==> src/rtl/arith_pkg.sv <==
// ---------------------------------------------------------------------------
// arith_pkg
// Shared definitions for the iterative arithmetic blocks.
//   state_t      : divider sequencing states (IDLE, RUN, DONE)
//   SLICE_W      : width of one borrow-lookahead subtractor slice
//   slice_count  : number of slices needed to cover a WIDTH+1 bit trial
//                  subtraction (WIDTH/4 + 1)
// ---------------------------------------------------------------------------
package arith_pkg;

    typedef enum logic [1:0] {
        IDLE = 2'd0,
        RUN  = 2'd1,
        DONE = 2'd2
    } state_t;

    localparam int SLICE_W = 4;

    function automatic int slice_count(input int width);
        return width / SLICE_W + 1;
    endfunction

endpackage

==> src/rtl/cla_sub4.sv <==
// ---------------------------------------------------------------------------
// cla_sub4
// 4-bit borrow-lookahead subtractor slice: diff = a - b - borrow_in.
// Borrow generate g = ~a & b, borrow propagate p = ~(a ^ b); every internal
// borrow is expanded directly from borrow_in rather than rippled.
// Ports:
//   a, b        [3:0] in   minuend / subtrahend
//   borrow_in         in   borrow from the next-lower slice
//   diff        [3:0] out  difference
//   borrow_out        out  borrow into the next-higher slice
// ---------------------------------------------------------------------------
module cla_sub4 (
    input  logic [3:0] a,
    input  logic [3:0] b,
    input  logic       borrow_in,
    output logic [3:0] diff,
    output logic       borrow_out
);

    logic [3:0] w_g;
    logic [3:0] w_p;
    logic [4:0] w_c;

    assign w_g = ~a & b;
    assign w_p = ~(a ^ b);

    assign w_c[0] = borrow_in;
    assign w_c[1] = w_g[0]
                  | (w_p[0] & w_c[0]);
    assign w_c[2] = w_g[1]
                  | (w_p[1] & w_g[0])
                  | (w_p[1] & w_p[0] & w_c[0]);
    assign w_c[3] = w_g[2]
                  | (w_p[2] & w_g[1])
                  | (w_p[2] & w_p[1] & w_g[0])
                  | (w_p[2] & w_p[1] & w_p[0] & w_c[0]);
    assign w_c[4] = w_g[3]
                  | (w_p[3] & w_g[2])
                  | (w_p[3] & w_p[2] & w_g[1])
                  | (w_p[3] & w_p[2] & w_p[1] & w_g[0])
                  | (w_p[3] & w_p[2] & w_p[1] & w_p[0] & w_c[0]);

    assign diff       = a ^ b ^ w_c[3:0];
    assign borrow_out = w_c[4];

endmodule

==> src/rtl/seq_divider.sv <==
// ---------------------------------------------------------------------------
// seq_divider
// Iterative unsigned restoring divider, one quotient bit per clock.
// A division is accepted with start while not busy; WIDTH iterations later
// done pulses for one cycle with quotient/remainder/div_err valid. Results
// hold until overwritten by the next completed division.
//
// Optional feature macro: DIVIDER_ZERO_DETECT_EN
//   defined   : divisor 0 at accept skips RUN; DONE follows on the next edge
//               with quotient all ones, remainder = dividend, div_err = 1.
//   undefined : divisor 0 runs normally (same quotient/remainder arise
//               naturally); div_err is tied low.
//
// Ports:
//   clk                 in   rising-edge clock
//   rst                 in   synchronous active-high reset
//   start               in   request, sampled only when busy = 0
//   dividend  [WIDTH]   in   numerator, captured on the accepting edge
//   divisor   [WIDTH]   in   denominator, captured on the accepting edge
//   busy                out  division in progress
//   done                out  one-cycle completion pulse
//   quotient  [WIDTH]   out  result
//   remainder [WIDTH]   out  result
//   div_err             out  divide-by-zero flag, valid with done
//
// States:
//   IDLE | waiting for start
//   RUN  | one shift/trial-subtract per edge, counter counts down
//   DONE | done pulse; start here is accepted back-to-back
// ---------------------------------------------------------------------------
module seq_divider
    import arith_pkg::*;
#(
    parameter int WIDTH = 8
)(
    input  logic             clk,
    input  logic             rst,
    input  logic             start,
    input  logic [WIDTH-1:0] dividend,
    input  logic [WIDTH-1:0] divisor,
    output logic             busy,
    output logic             done,
    output logic [WIDTH-1:0] quotient,
    output logic [WIDTH-1:0] remainder,
    output logic             div_err
);

    localparam int NSLICE = slice_count(WIDTH);
    localparam int EXT_W  = NSLICE * SLICE_W;
    localparam int CNT_W  = $clog2(WIDTH);
    localparam logic [CNT_W-1:0] CNT_LOAD = CNT_W'(WIDTH - 1);

    state_t           r_state;
    state_t           w_state_nxt;
    logic [CNT_W-1:0] r_cnt;
    logic [WIDTH-1:0] r_rem;
    logic [WIDTH-1:0] r_dvd;
    logic [WIDTH-1:0] r_dvs;
    logic [WIDTH-1:0] r_quot;
    logic [WIDTH-1:0] r_rem_out;

    logic             w_div_zero;
    logic             w_last;
    logic [WIDTH:0]   w_shift;
    logic [EXT_W-1:0] w_sub_a;
    logic [EXT_W-1:0] w_sub_b;
    logic [EXT_W-1:0] w_diff;
    logic [NSLICE:0]  w_bchain;
    logic             w_keep;
    logic [WIDTH-1:0] w_rem_nxt;
    logic [WIDTH-1:0] w_quot_nxt;

`ifdef DIVIDER_ZERO_DETECT_EN
    logic             r_err;
    assign w_div_zero = (divisor == '0);
    assign div_err    = r_err;
`else
    assign w_div_zero = 1'b0;
    assign div_err    = 1'b0;
`endif

    assign w_last = (r_cnt == '0);

    // ---------------- trial subtraction ----------------
    // Shift the next dividend bit into the partial remainder, then subtract
    // the zero-extended divisor across the slice chain.
    assign w_shift = {r_rem, r_dvd[WIDTH-1]};
    assign w_sub_a = EXT_W'(w_shift);
    assign w_sub_b = EXT_W'(r_dvs);
    assign w_bchain[0] = 1'b0;

    for (genvar gi = 0; gi < NSLICE; gi++) begin : g_slice
        cla_sub4 u_sub (
            .a          (w_sub_a[gi*SLICE_W +: SLICE_W]),
            .b          (w_sub_b[gi*SLICE_W +: SLICE_W]),
            .borrow_in  (w_bchain[gi]),
            .diff       (w_diff[gi*SLICE_W +: SLICE_W]),
            .borrow_out (w_bchain[gi+1])
        );
    end

    // A non-negative difference is below the divisor, so its bits from WIDTH
    // upward are zero; any set bit there means the subtraction went negative,
    // exactly as the final borrow does.
    assign w_keep     = ~w_bchain[NSLICE] & ~(|w_diff[EXT_W-1:WIDTH]);
    assign w_rem_nxt  = w_keep ? w_diff[WIDTH-1:0] : w_shift[WIDTH-1:0];
    assign w_quot_nxt = {r_dvd[WIDTH-2:0], w_keep};

    // ---------------- FSM: state register ----------------
    always_ff @(posedge clk) begin
        if (rst) begin
            r_state <= IDLE;
        end else begin
            r_state <= w_state_nxt;
        end
    end

    // ---------------- FSM: next state ----------------
    always_comb begin
        w_state_nxt = r_state;
        case (r_state)
            IDLE, DONE: begin
                if (start) begin
                    w_state_nxt = w_div_zero ? DONE : RUN;
                end else begin
                    w_state_nxt = IDLE;
                end
            end
            RUN: begin
                if (w_last) begin
                    w_state_nxt = DONE;
                end
            end
            default: w_state_nxt = IDLE;
        endcase
    end

    // ---------------- FSM: outputs (decoded from the state flop) ----------------
    always_comb begin
        busy = 1'b0;
        done = 1'b0;
        case (r_state)
            RUN:     busy = 1'b1;
            DONE:    done = 1'b1;
            default: ;
        endcase
    end

    // ---------------- datapath ----------------
    // The dividend register doubles as the quotient shift register: each
    // iteration consumes its MSB and shifts the new quotient bit in at the LSB.
    always_ff @(posedge clk) begin
        if (rst) begin
            r_cnt     <= '0;
            r_rem     <= '0;
            r_dvd     <= '0;
            r_dvs     <= '0;
            r_quot    <= '0;
            r_rem_out <= '0;
`ifdef DIVIDER_ZERO_DETECT_EN
            r_err     <= 1'b0;
`endif
        end else begin
            case (r_state)
                IDLE, DONE: begin
                    if (start) begin
                        r_dvd <= dividend;
                        r_dvs <= divisor;
                        r_rem <= '0;
                        r_cnt <= CNT_LOAD;
`ifdef DIVIDER_ZERO_DETECT_EN
                        if (w_div_zero) begin
                            r_quot    <= '1;
                            r_rem_out <= dividend;
                            r_err     <= 1'b1;
                        end
`endif
                    end
                end
                RUN: begin
                    r_rem <= w_rem_nxt;
                    r_dvd <= w_quot_nxt;
                    if (w_last) begin
                        r_quot    <= w_quot_nxt;
                        r_rem_out <= w_rem_nxt;
`ifdef DIVIDER_ZERO_DETECT_EN
                        r_err     <= 1'b0;
`endif
                    end else begin
                        r_cnt <= r_cnt - 1'b1;
                    end
                end
                default: ;
            endcase
        end
    end

    assign quotient  = r_quot;
    assign remainder = r_rem_out;

endmodule
==> config.mk <==
export PLATFORM = sky130hd
export DESIGN_NAME = seq_divider
export DESIGN_NICKNAME = d
export VERILOG_FILES = /design/src/rtl/arith_pkg.sv /design/src/rtl/cla_sub4.sv /design/src/rtl/seq_divider.sv
export SDC_FILE = /design/constraint.sdc
export NUM_CORES = 1
export LEC_CHECK = 0
export ABC_AREA = 1
export CAP_MARGIN = 10
export CORE_ASPECT_RATIO = 0.9
export CORE_UTILIZATION = 53
export CTS_CLUSTER_SIZE = 24
export DETAILED_ROUTE_END_ITERATION = 6
export GPL_ROUTABILITY_DRIVEN = 0
export GPL_TIMING_DRIVEN = 0
export PLACE_DENSITY = 0.8
export SLEW_MARGIN = 0
export SYNTH_ARGS = -nofsm -noshare
export SYNTH_HDL_FRONTEND = slang
export SYNTH_SLANG_ARGS = --single-unit
==> constraint.sdc <==
create_clock -name clk -period 2.3 [get_ports clk]
set_clock_uncertainty 0.05 [all_clocks]
set_input_delay 0.46 -clock clk [delete_from_list [all_inputs] [get_ports clk]]
set_output_delay 0.46 -clock clk [all_outputs]
set_load 0.005 [all_outputs]
==> results of run 1 <==
[power by group]
group / total, mW / internal (mW) / switching [mW]
Sequential: 0.910 / 0.861 / 0.0492
Clock: 0.725 / 0.437 / 0.287
Combinational: 0.782 / 0.307 / 0.475
Total: 2.42 / 1.60 / 0.811
[final timing paths]
path / startpoint / depth (start not counted) / endpoint / slack (ps)
max reg2reg: r_rem[2] / 13 / remainder[4] / 200
min reg2reg: r_rem[2] / 2 / r_rem[2] / 420
min: r_rem[2] / 2 / r_rem[2] / 420
max: r_state[0] / 5 / busy / 110
[layer usage]
layer,vias up,wire length (um)
met5,-,0
met4,0,51
met3,7,278
met2,51,2500
met1,1001,2420
li1,1098,-
[flip-flops by register name, indices dropped and copies added (netlist names)]
| signal | flops |
|---|---|
| r_state | 2 |
| r_dvs | 8 |
| remainder | 8 |
| r_rem | 8 |
| quotient | 8 |
| r_dvd | 8 |
| r_cnt | 3 |
[synthesized netlist by cell type (all sizes together), types with 2 or more instances]
cell type / number / share of area
nor2: 55 / 0.093
a21oi: 14 / 0.032
nor3: 7 / 0.018
a211oi: 3 / 0.0099
ha: 10 / 0.055
a31oi: 2 / 0.0055
clkbuf: 5 / 0.0083
fa: 2 / 0.018
buf: 7 / 0.019
o221ai: 4 / 0.015
dfxtp: 45 / 0.40
xor2: 2 / 0.0077
o21ai: 27 / 0.059
nand2: 73 / 0.14
nand3: 16 / 0.040
inv: 40 / 0.066
[kinds of logic (layout without fill, tap and decap cells)]
logic type / after synthesis / in the layout / synth area share
fa+ha+maj: 12 / 12 / 0.0726
flops: 45 / 45 / 0.396
xor+xnor: 3 / 3 / 0.0116
compound gates: 51 / 51 / 0.126
simple gates: 154 / 154 / 0.299
buf+inv: 52 / 96 / 0.0930
other cells: 1 / 1 / 0.00165
[cell type report]
| type | instances | area, um^2 |
|---|---|---|
| Fill cell | 348 | 1250 |
| Multi-Input combinational cell | 221 | 1170 |
| Sequential cell | 45 | 901 |
| Timing Repair Buffer | 36 | 360 |
| Inverter | 40 | 150 |
| Clock buffer | 5 | 68.8 |
| Clock inverter | 3 | 68.8 |
| Buffer | 12 | 65.1 |
| Tap cell | 48 | 60.1 |
[worst max-delay path: stages (launching register included)]
cell and delay (ps):
dfxtp_1 350, inv_2 50, nor2_2 100, buf_4 200, buf_6 170, clkdlybuf4s50_1 510
[repair_timing]
item                       in CTS  in global routing
setup endpoints to repair       0                  2
gates resized for setup         0                  2
hold buffers                    0                  0
==> reports/metrics.csv, run 1 <==
metric,value,unit
yosysWarningCount,0,
synth.distinct_cells,31,
htree_levels,2,
worstMarginPinSlew,534,ps
clk_path_buf_depth,2,
async_reset_ff_frac,0,
criticalPathCategory,reg2out,
antenna_found_initial,0,
tritoncts.num_buffers,5,
drtPass1Iterations,6,
use_met2,0.419,
grt_pass1_wl,8.74,mm
fin_nets,392,
final_cells,410,
maxSlewViolCount,0,
io_buffer_count,36,
clock_latency,300,ps
finalWorstPathRequiredPeriod,2190,ps
path_max_fanout,10,
post-route-period-util,0.953,
use_met3,0.0505,
wl,5.25,mm
cap_violations,0,
violations,design-rule violations,
dp_hpwl,3.78,mm
rsz0062_at_grt,no,
cp.arrival,1680,ps
syn-instance-count,318,
synth-edff-count,0,
die_h,64.2,um
cp.required,1790,ps
viasPerCell,5.26,
drt_iter0_markers,84,
ys_ff_latch,45,
busiest_layer,met2,
hold_slack,423,ps
dp_slack,75.4,ps
grt_max_degree,16,
areaGrowthSynthToFinish,25.2,%
fmax,456,MHz
powerDensity,848,nW/um^2
mostFrequentLayoutCells,"59 x nand2_1, 53 x nor2_1, 45 x dfxtp_1",
vias,2157,
clock-sinks,45,
overflow,0,
slew_headroom,0.644,
hp-class,reg2reg,
wl_per_cell,12.8,um
hold_violations,0,
utilization,0.695,
post_dp_cell_area,2700,um^2
grt_pass1_vias,1989,
p_leak,1.27,nW
num_antenna_cells,0,
final_common_cell,nand2_1,
antenna_left,0,
initial_core_util,0.555,
core_area,4100,um^2
grt_util_met1,0.310,
drive_gt1_frac,0.113,
rows,22,
status,"complete, but fails checks",
die_w,71.1,um
synth_flop_cell,dfxtp_1,
cts_tree,yes,
drc,2,
clk_pin_slew_worst_paths,90,ps
startpoint_type,register,
endpoint_kind,output pin,
setup_violations,0,
yosysSeqAreaShare,0.396,
synth_area,2270,um^2
syn_nets,349,
tns,0,ps
track_usage,0.246,
syn_avg_cell_area,7.15,um^2
clockRootBuffer,clkbuf_8,
dieArea,4560,um^2
power,2.42,mW
peakVddDrop,0.503,mV
ioPinCount,38,
setup_slack,108,ps
dp.cells,402,
post_cts.repair.setup_buffers,0,
final_area,2850,um^2
Note: power is estimated with default switching activity, not from simulation.
==> run 2: changes to the inputs <==
clock period = 2.5 ns   (was 2.3 ns; I/O delays follow)
==> reports/metrics.csv, run 2 (same netlist as run 1, synthesis figures left out) <==
metric,value,unit,change
powerDensity,782,nW/um^2,-7.8%
track_usage,0.246,,unchanged
clockRootBuffer,clkbuf_8,,
rsz0062_at_grt,no,,
p_leak,1.27,nW,-0.14%
cap_violations,0,,unchanged
post_cts.repair.setup_buffers,0,,unchanged
tritoncts.num_buffers,5,,unchanged
fin_nets,392,,unchanged
endpoint_kind,output pin,,
seq_area,901,um^2,unchanged
antenna_left,0,,unchanged
grt_pass1_vias,1989,,unchanged
cp.required,1950,ps,+160 ps
clock-sinks,45,,unchanged
path_cells,inv_2 -> nor2_2 -> buf_4 -> buf_4 -> clkdlybuf4s50_1,,
worstRegToRegCells,13,,unchanged
antenna_found_initial,0,,unchanged
clock_latency,300,ps,about the same
num_antenna_cells,0,,unchanged
fmax,440,MHz,
dp_hpwl,3.78,mm,unchanged
dp.cells,402,,unchanged
overflow,0,,unchanged
setup_slack,225,ps,+117 ps
ctsResizeCount,0,,unchanged
criticalPathCategory,reg2out,,
rr_endpoint,remainder[4],,
rrSetupSlack,410,ps,+210 ps
final_common_cell,nand2_1,,
startpoint_type,register,,
cp_common_cell,buf_4,,
grt_pass1_wl,8.74,mm,unchanged
core_area,4100,um^2,unchanged
rows,22,,unchanged
hold_violations,0,,unchanged
drtPass1Iterations,6,,unchanged
violations,design-rule violations,,
hp-class,reg2reg,,
io_buffer_count,36,,unchanged
setup_violations,0,,unchanged
viasPerCell,5.25,,-0.28%
vias,2151,,-0.28%
postCtsHoldBufs,0,,unchanged
areaGrowthSynthToFinish,24.5,%,
multi_input_area,1160,um^2,-1.1%
crit_buf_inv,4,,unchanged
worstMarginPinSlew,527,ps,-7.17 ps
maxSlewViolCount,0,,unchanged
final_cells,410,,unchanged
dieArea,4560,um^2,unchanged
drt_iter0_markers,126,,+50%
wl_per_cell,12.7,um,-1.1%
die_h,64.2,um,unchanged
slew_headroom,0.649,,+0.00478
dp_slack,235,ps,+160 ps
mostFrequentLayoutCells,"59 x nand2_1, 53 x nor2_1, 45 x dfxtp_1",,
htree_levels,2,,unchanged
utilization,0.691,,-0.00397
grt_max_degree,16,,unchanged
die_w,71.1,um,unchanged
hold_depth,2,,unchanged
cp.arrival,1720,ps,+40 ps
power,2.21,mW,-8.4%
cts_tree,yes,,
finalWorstPathRequiredPeriod,2270,ps,
regToRegStartpoint,r_rem[2],,
tns,0,ps,unchanged
num-fill-cells,349,,+0.29%
wl,5.19,mm,-1.1%
peakVddDrop,0.462,mV,-8.1%
hold_start,r_rem[2],,
hold_end,r_rem[2],,
clk_pin_slew_worst_paths,90,ps,about the same
status,"complete, but fails checks",,
drive_gt1_frac,0.110,,-0.00276
path_max_fanout,10,,unchanged
max_stage_delay,520,ps,about the same
ioPinCount,38,,unchanged
clk_path_buf_depth,2,,unchanged
critPathTopFamily,buffers and inverters,,
post-route-period-util,0.910,,
initial_core_util,0.555,,unchanged
crit_slowest_cell,clkdlybuf4s50_1,,
drc,2,,unchanged
## run 2: cell counts in the layout (fill, tap and decap cells not counted)
No cell type changed its count.
## run 2: how the worst max path moves through the flow
stage	from	end	cells after the start
after CTS	r_state[0]	busy	5
after detailed placement	rst	r_cnt[2]	4
final	r_state[0]	busy	5
after global routing	r_state[0]	busy	5
after floorplan	r_rem[2]	remainder[4]	13
after global placement	rst	r_cnt[2]	4
## run 2: layout make-up
type                    instances  area share
plain buffers                  12      0.0216
clock buffers                   5      0.0243
clock inverters                 3      0.0243
inverters                      40      0.0530
multi-input cells             221       0.410
flip-flops and latches         45       0.318
well taps                      48      0.0212
repair buffers                 36       0.127
## run 2: worst register-to-register path: cells and delay by family (launching register included)
kind | cells | cell delay, ps
flops | 1 | 340
buf+inv | 4 | 250
fa+ha+maj | 2 | 730
simple gates | 7 | 630
## run 2: metal layers
metal | global-route usage | part of all wire | vias up
met3 | 0.0505 | 0.050 | 7
li1 | - | - | 1096
met5 | 0 | 0 | -
met2 | 0.419 | 0.48 | 52
met1 | 0.310 | 0.46 | 996
met4 | 0.0775 | 0.0098 | 0
## run 2: through the flow
stage | cell area (um^2) | hold WS [ps]
floorplan | 2270 | 393
global placement | 2700 | 403
detailed placement | 2700 | 406
CTS | 2830 | 422
global route | 2830 | 454
finish | 2830 | 422
## run 2: power by group
part | internal, mW | leakage, nW | switching [mW]
Combinational | 0.278 | 0.830 | 0.435
Clock | 0.402 | 0.0687 | 0.264
Sequential | 0.792 | 0.369 | 0.0441
Total | 1.47 | 1.27 | 0.743
